$ cat src/rtl/hdlc_pkg.sv
// Shared types and constants for the HDLC receive path.
//   rx_ctrl_state_t : receive frame controller states
//   HDLC_FLAG       : flag octet 0x7E
//   RX_BUF_DEPTH    : default Rx buffer depth in bytes
//   RX_MIN_BYTES    : default minimum accepted frame length (FCS included)
package hdlc_pkg;
  typedef enum logic [2:0] {IDLE, HUNT, FLAGGED, RECV, HOLD} rx_ctrl_state_t;
  localparam logic [7:0] HDLC_FLAG    = 8'h7E;
  localparam int         RX_BUF_DEPTH = 128;
  localparam int         RX_MIN_BYTES = 3;
endpackage

$ cat src/rtl/hdlc_sat_counter.sv
// Saturating up-counter with synchronous clear.
//   Clk, Rst : clock, async active-high reset
//   Clr      : clear to 0 (wins over Inc)
//   Inc      : increment, ignored once Count reaches LIMIT
//   Count    : current value
//   AtLimit  : Count == LIMIT
module hdlc_sat_counter #(
  parameter int CNT_W = 8,
  parameter int LIMIT = 128
) (
  input  logic             Clk,
  input  logic             Rst,
  input  logic             Clr,
  input  logic             Inc,
  output logic [CNT_W-1:0] Count,
  output logic             AtLimit
);
  assign AtLimit = (Count == CNT_W'(LIMIT));

  always_ff @(posedge Clk or posedge Rst) begin
    if (Rst)                  Count <= '0;
    else if (Clr)             Count <= '0;
    else if (Inc && !AtLimit) Count <= Count + CNT_W'(1);
  end
endmodule

$ cat src/rtl/hdlc_rx_frame_ctrl.sv
// HDLC receive frame controller. Turns flag/abort/byte events into Rx
// buffer writes, tracks frame length, overflow and short frames, and holds a
// completed frame until software reads it out or drops it.
//   Clk, Rst        : clock, async active-high reset
//   Rx_Enable       : receiver enable level
//   Rx_FlagDetect   : flag seen pulse
//   Rx_AbortDetect  : abort (7+ ones) pulse
//   Rx_NewByte      : Rx_Data valid pulse
//   Rx_Data         : destuffed byte
//   Rx_BufRead      : software consumed byte at Rx_RdAddr
//   Rx_Drop         : software discards held frame
//   Rx_ValidFrame   : frame reception in progress
//   Rx_WrBuff/Rx_WrAddr/Rx_WrData : buffer write port
//   Rx_RdAddr       : buffer read address
//   Rx_AbortSignal  : aborted-frame pulse
//   Rx_Overflow     : held frame exceeded BUF_DEPTH (sticky)
//   Rx_Ready        : a complete frame is held
//   Rx_FrameSize    : byte count of the held frame
//   Rx_FrameError   : short-frame pulse
module hdlc_rx_frame_ctrl
  import hdlc_pkg::*;
#(
  parameter int BUF_DEPTH = RX_BUF_DEPTH,
  parameter int CNT_W     = 8,
  parameter int MIN_BYTES = RX_MIN_BYTES
) (
  input  logic             Clk,
  input  logic             Rst,
  input  logic             Rx_Enable,
  input  logic             Rx_FlagDetect,
  input  logic             Rx_AbortDetect,
  input  logic             Rx_NewByte,
  input  logic [7:0]       Rx_Data,
  input  logic             Rx_BufRead,
  input  logic             Rx_Drop,
  output logic             Rx_ValidFrame,
  output logic             Rx_WrBuff,
  output logic [CNT_W-1:0] Rx_WrAddr,
  output logic [7:0]       Rx_WrData,
  output logic [CNT_W-1:0] Rx_RdAddr,
  output logic             Rx_AbortSignal,
  output logic             Rx_Overflow,
  output logic             Rx_Ready,
  output logic [CNT_W-1:0] Rx_FrameSize,
  output logic             Rx_FrameError
);
  rx_ctrl_state_t state;

  logic [CNT_W-1:0] wrCnt;
  logic             wrFull, rdAtLimit;
  logic             rxOff, abortEv, flagEv, byteEv;
  logic             closeOk, closeShort, release_, lastRead;
  logic             wrInc, wrClr, rdInc, rdClr;

  // Event decode. Disable beats everything while receiving; then
  // abort > flag > byte, so a losing byte is never written.
  always_comb begin
    rxOff      = !Rx_Enable && (state inside {HUNT, FLAGGED, RECV});
    abortEv    = !rxOff && Rx_AbortDetect && (state inside {HUNT, FLAGGED, RECV});
    flagEv     = !rxOff && !Rx_AbortDetect && Rx_FlagDetect &&
                 (state inside {HUNT, FLAGGED, RECV});
    byteEv     = !rxOff && !Rx_AbortDetect && !Rx_FlagDetect && Rx_NewByte &&
                 (state inside {FLAGGED, RECV});
    closeOk    = flagEv && (state == RECV) && (wrCnt >= CNT_W'(MIN_BYTES));
    closeShort = flagEv && (state == RECV) && (wrCnt <  CNT_W'(MIN_BYTES));
    lastRead   = (Rx_RdAddr + CNT_W'(1)) == Rx_FrameSize;
    release_   = (state == HOLD) && (Rx_Drop || (Rx_BufRead && lastRead));
    wrInc      = byteEv && !wrFull;
    wrClr      = rxOff || (abortEv && state == RECV) || closeShort || release_;
    rdInc      = (state == HOLD) && Rx_BufRead && !release_ && !rdAtLimit;
    rdClr      = release_;
  end

  hdlc_sat_counter #(.CNT_W(CNT_W), .LIMIT(BUF_DEPTH)) uWrCnt (
    .Clk(Clk), .Rst(Rst), .Clr(wrClr), .Inc(wrInc),
    .Count(wrCnt), .AtLimit(wrFull)
  );

  hdlc_sat_counter #(.CNT_W(CNT_W), .LIMIT(BUF_DEPTH-1)) uRdCnt (
    .Clk(Clk), .Rst(Rst), .Clr(rdClr), .Inc(rdInc),
    .Count(Rx_RdAddr), .AtLimit(rdAtLimit)
  );

  always_ff @(posedge Clk or posedge Rst) begin
    if (Rst) begin
      state          <= IDLE;
      Rx_ValidFrame  <= 1'b0;
      Rx_WrBuff      <= 1'b0;
      Rx_WrAddr      <= '0;
      Rx_WrData      <= '0;
      Rx_AbortSignal <= 1'b0;
      Rx_Overflow    <= 1'b0;
      Rx_Ready       <= 1'b0;
      Rx_FrameSize   <= '0;
      Rx_FrameError  <= 1'b0;
    end else begin
      Rx_WrBuff      <= 1'b0;
      Rx_AbortSignal <= 1'b0;
      Rx_FrameError  <= 1'b0;
      if (wrInc) begin
        Rx_WrBuff <= 1'b1;
        Rx_WrAddr <= wrCnt;
        Rx_WrData <= Rx_Data;
      end
      if (rxOff) begin
        // partial frame silently discarded
        state         <= IDLE;
        Rx_ValidFrame <= 1'b0;
        Rx_Overflow   <= 1'b0;
      end else begin
        case (state)
          IDLE:    if (Rx_Enable) state <= HUNT;
          HUNT:    if (flagEv) state <= FLAGGED;
          FLAGGED: begin
            if (abortEv) state <= HUNT;
            else if (byteEv) begin
              state         <= RECV;
              Rx_ValidFrame <= 1'b1;
            end
          end
          RECV: begin
            if (abortEv) begin
              state          <= HUNT;
              Rx_ValidFrame  <= 1'b0;
              Rx_AbortSignal <= 1'b1;
              Rx_Overflow    <= 1'b0;
            end else if (closeOk) begin
              state         <= HOLD;
              Rx_ValidFrame <= 1'b0;
              Rx_Ready      <= 1'b1;
              Rx_FrameSize  <= wrCnt;
            end else if (closeShort) begin
              // closing flag doubles as the next opening flag
              state         <= FLAGGED;
              Rx_ValidFrame <= 1'b0;
              Rx_FrameError <= 1'b1;
              Rx_Overflow   <= 1'b0;
            end else if (byteEv && wrFull) begin
              Rx_Overflow <= 1'b1;
            end
          end
          HOLD: begin
            if (release_) begin
              state        <= Rx_Enable ? HUNT : IDLE;
              Rx_Ready     <= 1'b0;
              Rx_Overflow  <= 1'b0;
              Rx_FrameSize <= '0;
            end
          end
          default: state <= IDLE;
        endcase
      end
    end
  end
endmodule

$ cat config.mk
export PLATFORM = sky130hd
export DESIGN_NAME = hdlc_rx_frame_ctrl
export DESIGN_NICKNAME = d
export VERILOG_FILES = /design/src/rtl/hdlc_pkg.sv /design/src/rtl/hdlc_sat_counter.sv /design/src/rtl/hdlc_rx_frame_ctrl.sv
export SDC_FILE = /design/constraint.sdc
export NUM_CORES = 1
export LEC_CHECK = 0
export BUFFER_PORTS_ARGS = -buffer_cell sky130_fd_sc_hd__buf_2
export CORE_ASPECT_RATIO = 1.4
export CORE_MARGIN = 2
export CORE_UTILIZATION = 50
export CTS_CLUSTER_SIZE = 40
export DETAILED_ROUTE_END_ITERATION = 8
export MAX_ROUTING_LAYER = met4
export PLACE_DENSITY = 0.82
export SLEW_MARGIN = 20
export SYNTH_ARGS = -nofsm -noshare
export SYNTH_HDL_FRONTEND = slang
export SYNTH_SLANG_ARGS = --single-unit
$ cat constraint.sdc
create_clock -name Clk -period 2.6 [get_ports Clk]
set_input_delay 0.26 -clock Clk [delete_from_list [all_inputs] [get_ports Clk]]
set_output_delay 0.26 -clock Clk [all_outputs]
set_load 0.02 [all_outputs]
==> impl_table.tex <==
\begin{tabular}{lr}
\hline
Metric & Value \\
\hline
\multicolumn{2}{l}{\textbf{Timing}} \\
Minimum period implied by the final worst setup slack & 2350 ps \\
Minimum hold slack & 83.9 ps \\
Final count of hold timing violations & 0 \\
Setup TNS Final & 0 ps \\
Fmax achieved & 0.425 GHz \\
Final Slew Violations & 0 \\
RSZ-0062 raised after global routing & no \\
Largest clock skew in the final design & 5.29 ps \\
Post-route fraction of the period consumed by the critical path & 90.4\% \\
Worst slew slack as a fraction of its limit & 41.7\% \\
Actual slew at the worst max-slew pin & 874 ps \\
Setup violators final & 0 \\
\multicolumn{2}{l}{\textbf{Detailed routing}} \\
Remaining design rule violation count & 0 \\
Initial drt markers & 117 \\
First-pass DRT Iterations & 4 \\
Total Wirelength & 5.15 mm \\
Number of nets still failing antenna checks after routing & 0 \\
Routed via count divided by cell count & 5.51 \\
Vias & 1,945 \\
Average wire per standard cell & 14.6 um \\
\multicolumn{2}{l}{\textbf{Clocking}} \\
Worst skew pair latency & 300 ps \\
Clock root cell & clkbuf\_8 \\
Clk pin slew, worst setup/hold paths & 80 ps \\
Clock sink count & 49 \\
Clock tree from TritonCTS & built \\
Count of H-tree levels built during CTS & 2 \\
Buffers from clock root to sink, at most & 2 \\
TritonCTS buffer count & 5 \\
\multicolumn{2}{l}{\textbf{Placed design}} \\
Gpl congestion & 0.937 \\
Placement-stage cell area & 0.00283 mm\^{}2 \\
Placed Cells & 345 \\
Buffers added on ports & 53 \\
DPL Wire Length & 3.86 mm \\
\multicolumn{2}{l}{\textbf{Synth}} \\
Combinational family with the most area after synthesis & simple AND/OR/NAND/NOR gates \\
Mean instance size in the synthesized netlist & 10.7 um\^{}2 \\
Mapped Area & 0.00249 mm\^{}2 \\
Yosys warns & 0 \\
Largest area contributor in the netlist & dfrtp\_1 \\
EDFF count, synth & 0 \\
Fraction of the mapped netlist area in adder cells & 1.51\% \\
Cell types with the highest counts after synthesis & dfrtp\_1, nor2\_1, nand2\_1, mux2\_2, xnor2\_1 \\
Compound-Gate Fraction of Synth Area & 14.6\% \\
Share of the synthesized area in the top cell type & 49.3\% \\
Net Count, Synth & 252 \\
Post-synthesis simple-gate area fraction & 18.3\% \\
Cell with the most instances after synthesis & dfrtp\_1 \\
Mux contribution to synthesized area & 6.74\% \\
Share of the yosys chip area belonging to registers & 49.3\% \\
Share of flip-flops with an asynchronous set or reset & 100\% \\
Most frequently used flop master after synthesis & dfrtp\_1 \\
Register bit total from synthesis & 49 \\
Post-Synth XOR/XNOR Area & 6.69\% \\
Post-synth cell types & 46 \\
Leading post-synthesis cells by cell area & dfrtp\_1, mux2\_2, xnor2\_1 \\
Cell count after synthesis & 233 \\
\multicolumn{2}{l}{\textbf{Cells and area}} \\
Net count reported at finish & 307 \\
Final core utilization & 61.4\% \\
Antenna Cells & 0 \\
Layout area overhead & 18.5\% \\
Filler cells & 433 \\
Final cell count without fillers & 353 \\
Share of layout cells above drive strength 1 & 32.9\% \\
Post-Layout Inst Area & 0.00295 mm\^{}2 \\
\multicolumn{2}{l}{\textbf{GRT}} \\
Via count of the first global-routing pass & 1,953 \\
Number of antenna violations at the first check in global routing & 0 \\
Overflow after GRT & 0 \\
Global Route Usage Sum & 20.9\% \\
First-pass GRT wire length & 8.95 mm \\
Pin count of the biggest net entering global routing & 50 \\
\multicolumn{2}{l}{\textbf{Die}} \\
Core Region & 0.00480 mm\^{}2 \\
Placement row count & 30 \\
X dimension of the die & 63.6 um \\
Number of I/O pins & 54 \\
Vertical die dimension & 87.5 um \\
Starting Density & 51.8\% \\
Die area & 0.00557 mm\^{}2 \\
\multicolumn{2}{l}{\textbf{Setup path}} \\
Critical path type & flop to flop \\
Data required time at the worst endpoint & 2760 ps \\
Endpoint arrival time on the critical path & 2510 ps \\
Crit-path max FO & 8 \\
Worst reg2reg path depth & 7 \\
Crit path capture type & flop \\
R2R Setup Slk & 250 ps \\
Critical Path Source Type & flop \\
Reg-to-reg startpoint & uRdCnt.Count[1] \\
Endpoint of the most critical register-to-register path & uRdCnt.Count[5] \\
\multicolumn{2}{l}{\textbf{Job}} \\
Max-cap violations & 0 \\
\multicolumn{2}{l}{\textbf{Run status}} \\
Status & complete, no violations \\
\multicolumn{2}{l}{\textbf{Power}} \\
Power density relative to cell area & 654 mW/mm\^{}2 \\
Leakage & 0.00140 uW \\
Maximum resistive drop on vdd & 0.000510 V \\
\multicolumn{2}{l}{\textbf{Min path}} \\
Hold/Removal Path Class & input pin to async pin \\
\hline
\end{tabular}
-- flip-flops by register name, summed over array words and instances (netlist names) --
| name | cells |
|---|---|
| uRdCnt.Count | 8 |
| uWrCnt.Count | 8 |
| Rx_Ready | 1 |
| Rx_Overflow | 1 |
| Rx_AbortSignal | 1 |
| Rx_FrameSize | 8 |
| Rx_FrameError | 1 |
| Rx_ValidFrame | 1 |
| Rx_WrAddr | 8 |
| state | 3 |
| Rx_WrBuff | 1 |
| Rx_WrData | 8 |
-- routing by layer --
| layer | wire length (um) | GRT usage (%) | vias to the layer above |
|---|---|---|---|
| met3 | 200 | 4.40 | 10 |
| met2 | 2700 | 36.1 | 49 |
| met5 | 0 | - | - |
| met1 | 2160 | 24.2 | 934 |
| li1 | - | - | 952 |
| met4 | 83 | 7.11 | 0 |
-- worst max-delay path by stage --
stage,from,to,slack (ps)
3_3_place_gp,uRdCnt.Count[1],uRdCnt.Count[4],310
6_report,uRdCnt.Count[1],uRdCnt.Count[5],250
4_1_cts,uRdCnt.Count[1],uRdCnt.Count[6],170
2_1_floorplan,uRdCnt.Count[0],uRdCnt.Count[3],310
3_5_place_dp,uRdCnt.Count[1],uRdCnt.Count[6],170
5_1_grt,uRdCnt.Count[1],uRdCnt.Count[7],60
-- cell type report --
cell class	instances	area (um^2)	area share, %
flip-flops and latches	49	1230	41.6
multi-input cells	166	1200	40.6
repair buffers	57	295	10.0
clock buffers	7	86.3	2.93
well taps	64	80.1	2.72
inverters	9	35.0	1.19
clock inverters	1	30.0	1.02
-- metrics by stage --
step	setup slack (ps)	total power [uW]
after CTS	168	1950
after detailed placement	175	1400
final	249	1930
after floorplan	311	1250
after global routing	60.9	2030
after global placement	313	1390
-- logic make-up after synthesis --
family | Yosys count
compound gates | 49
xor+xnor | 19
fa+ha+maj | 3
buf+inv | 18
flops | 49
mux | 15
simple gates | 80
-- cells in the final DEF, fill, tap and decap left out, types with 4 or more instances in the layout --
cell      count
a22o_1        8
mux2_2       14
clkbuf_8      6
nand3_1       6
nand4_1       6
inv_1         8
xnor2_1      13
a21oi_1       9
nor3_1        5
o32ai_1       6
buf_4         4
buf_2        53
nand2_1      15
o21ai_0      12
xor2_1        6
nor2_1       19
nand2b_1      4
dfrtp_1      49
-- what timing repair did --
item                                    in CTS  in global routing
gates resized for setup                      0                  1
buffers inserted                             0                  0
endpoints found under the setup margin       0                  2
hold buffers                                 0                  0
-- power breakdown --
part | switching, uW | internal (uW)
Sequential | 66.8 | 849
Combinational | 276 | 187
Clock | 236 | 314
Total | 578 | 1350
-- critical path, cell delays in order (launching register included) --
cell,delay [ps]
dfrtp_1,430
ha_1,290
nand4_1,160
or2_2,340
xnor2_1,270
a31oi_4,170
nor2_1,400
o32ai_1,150
(Power assumes the default switching activity.)
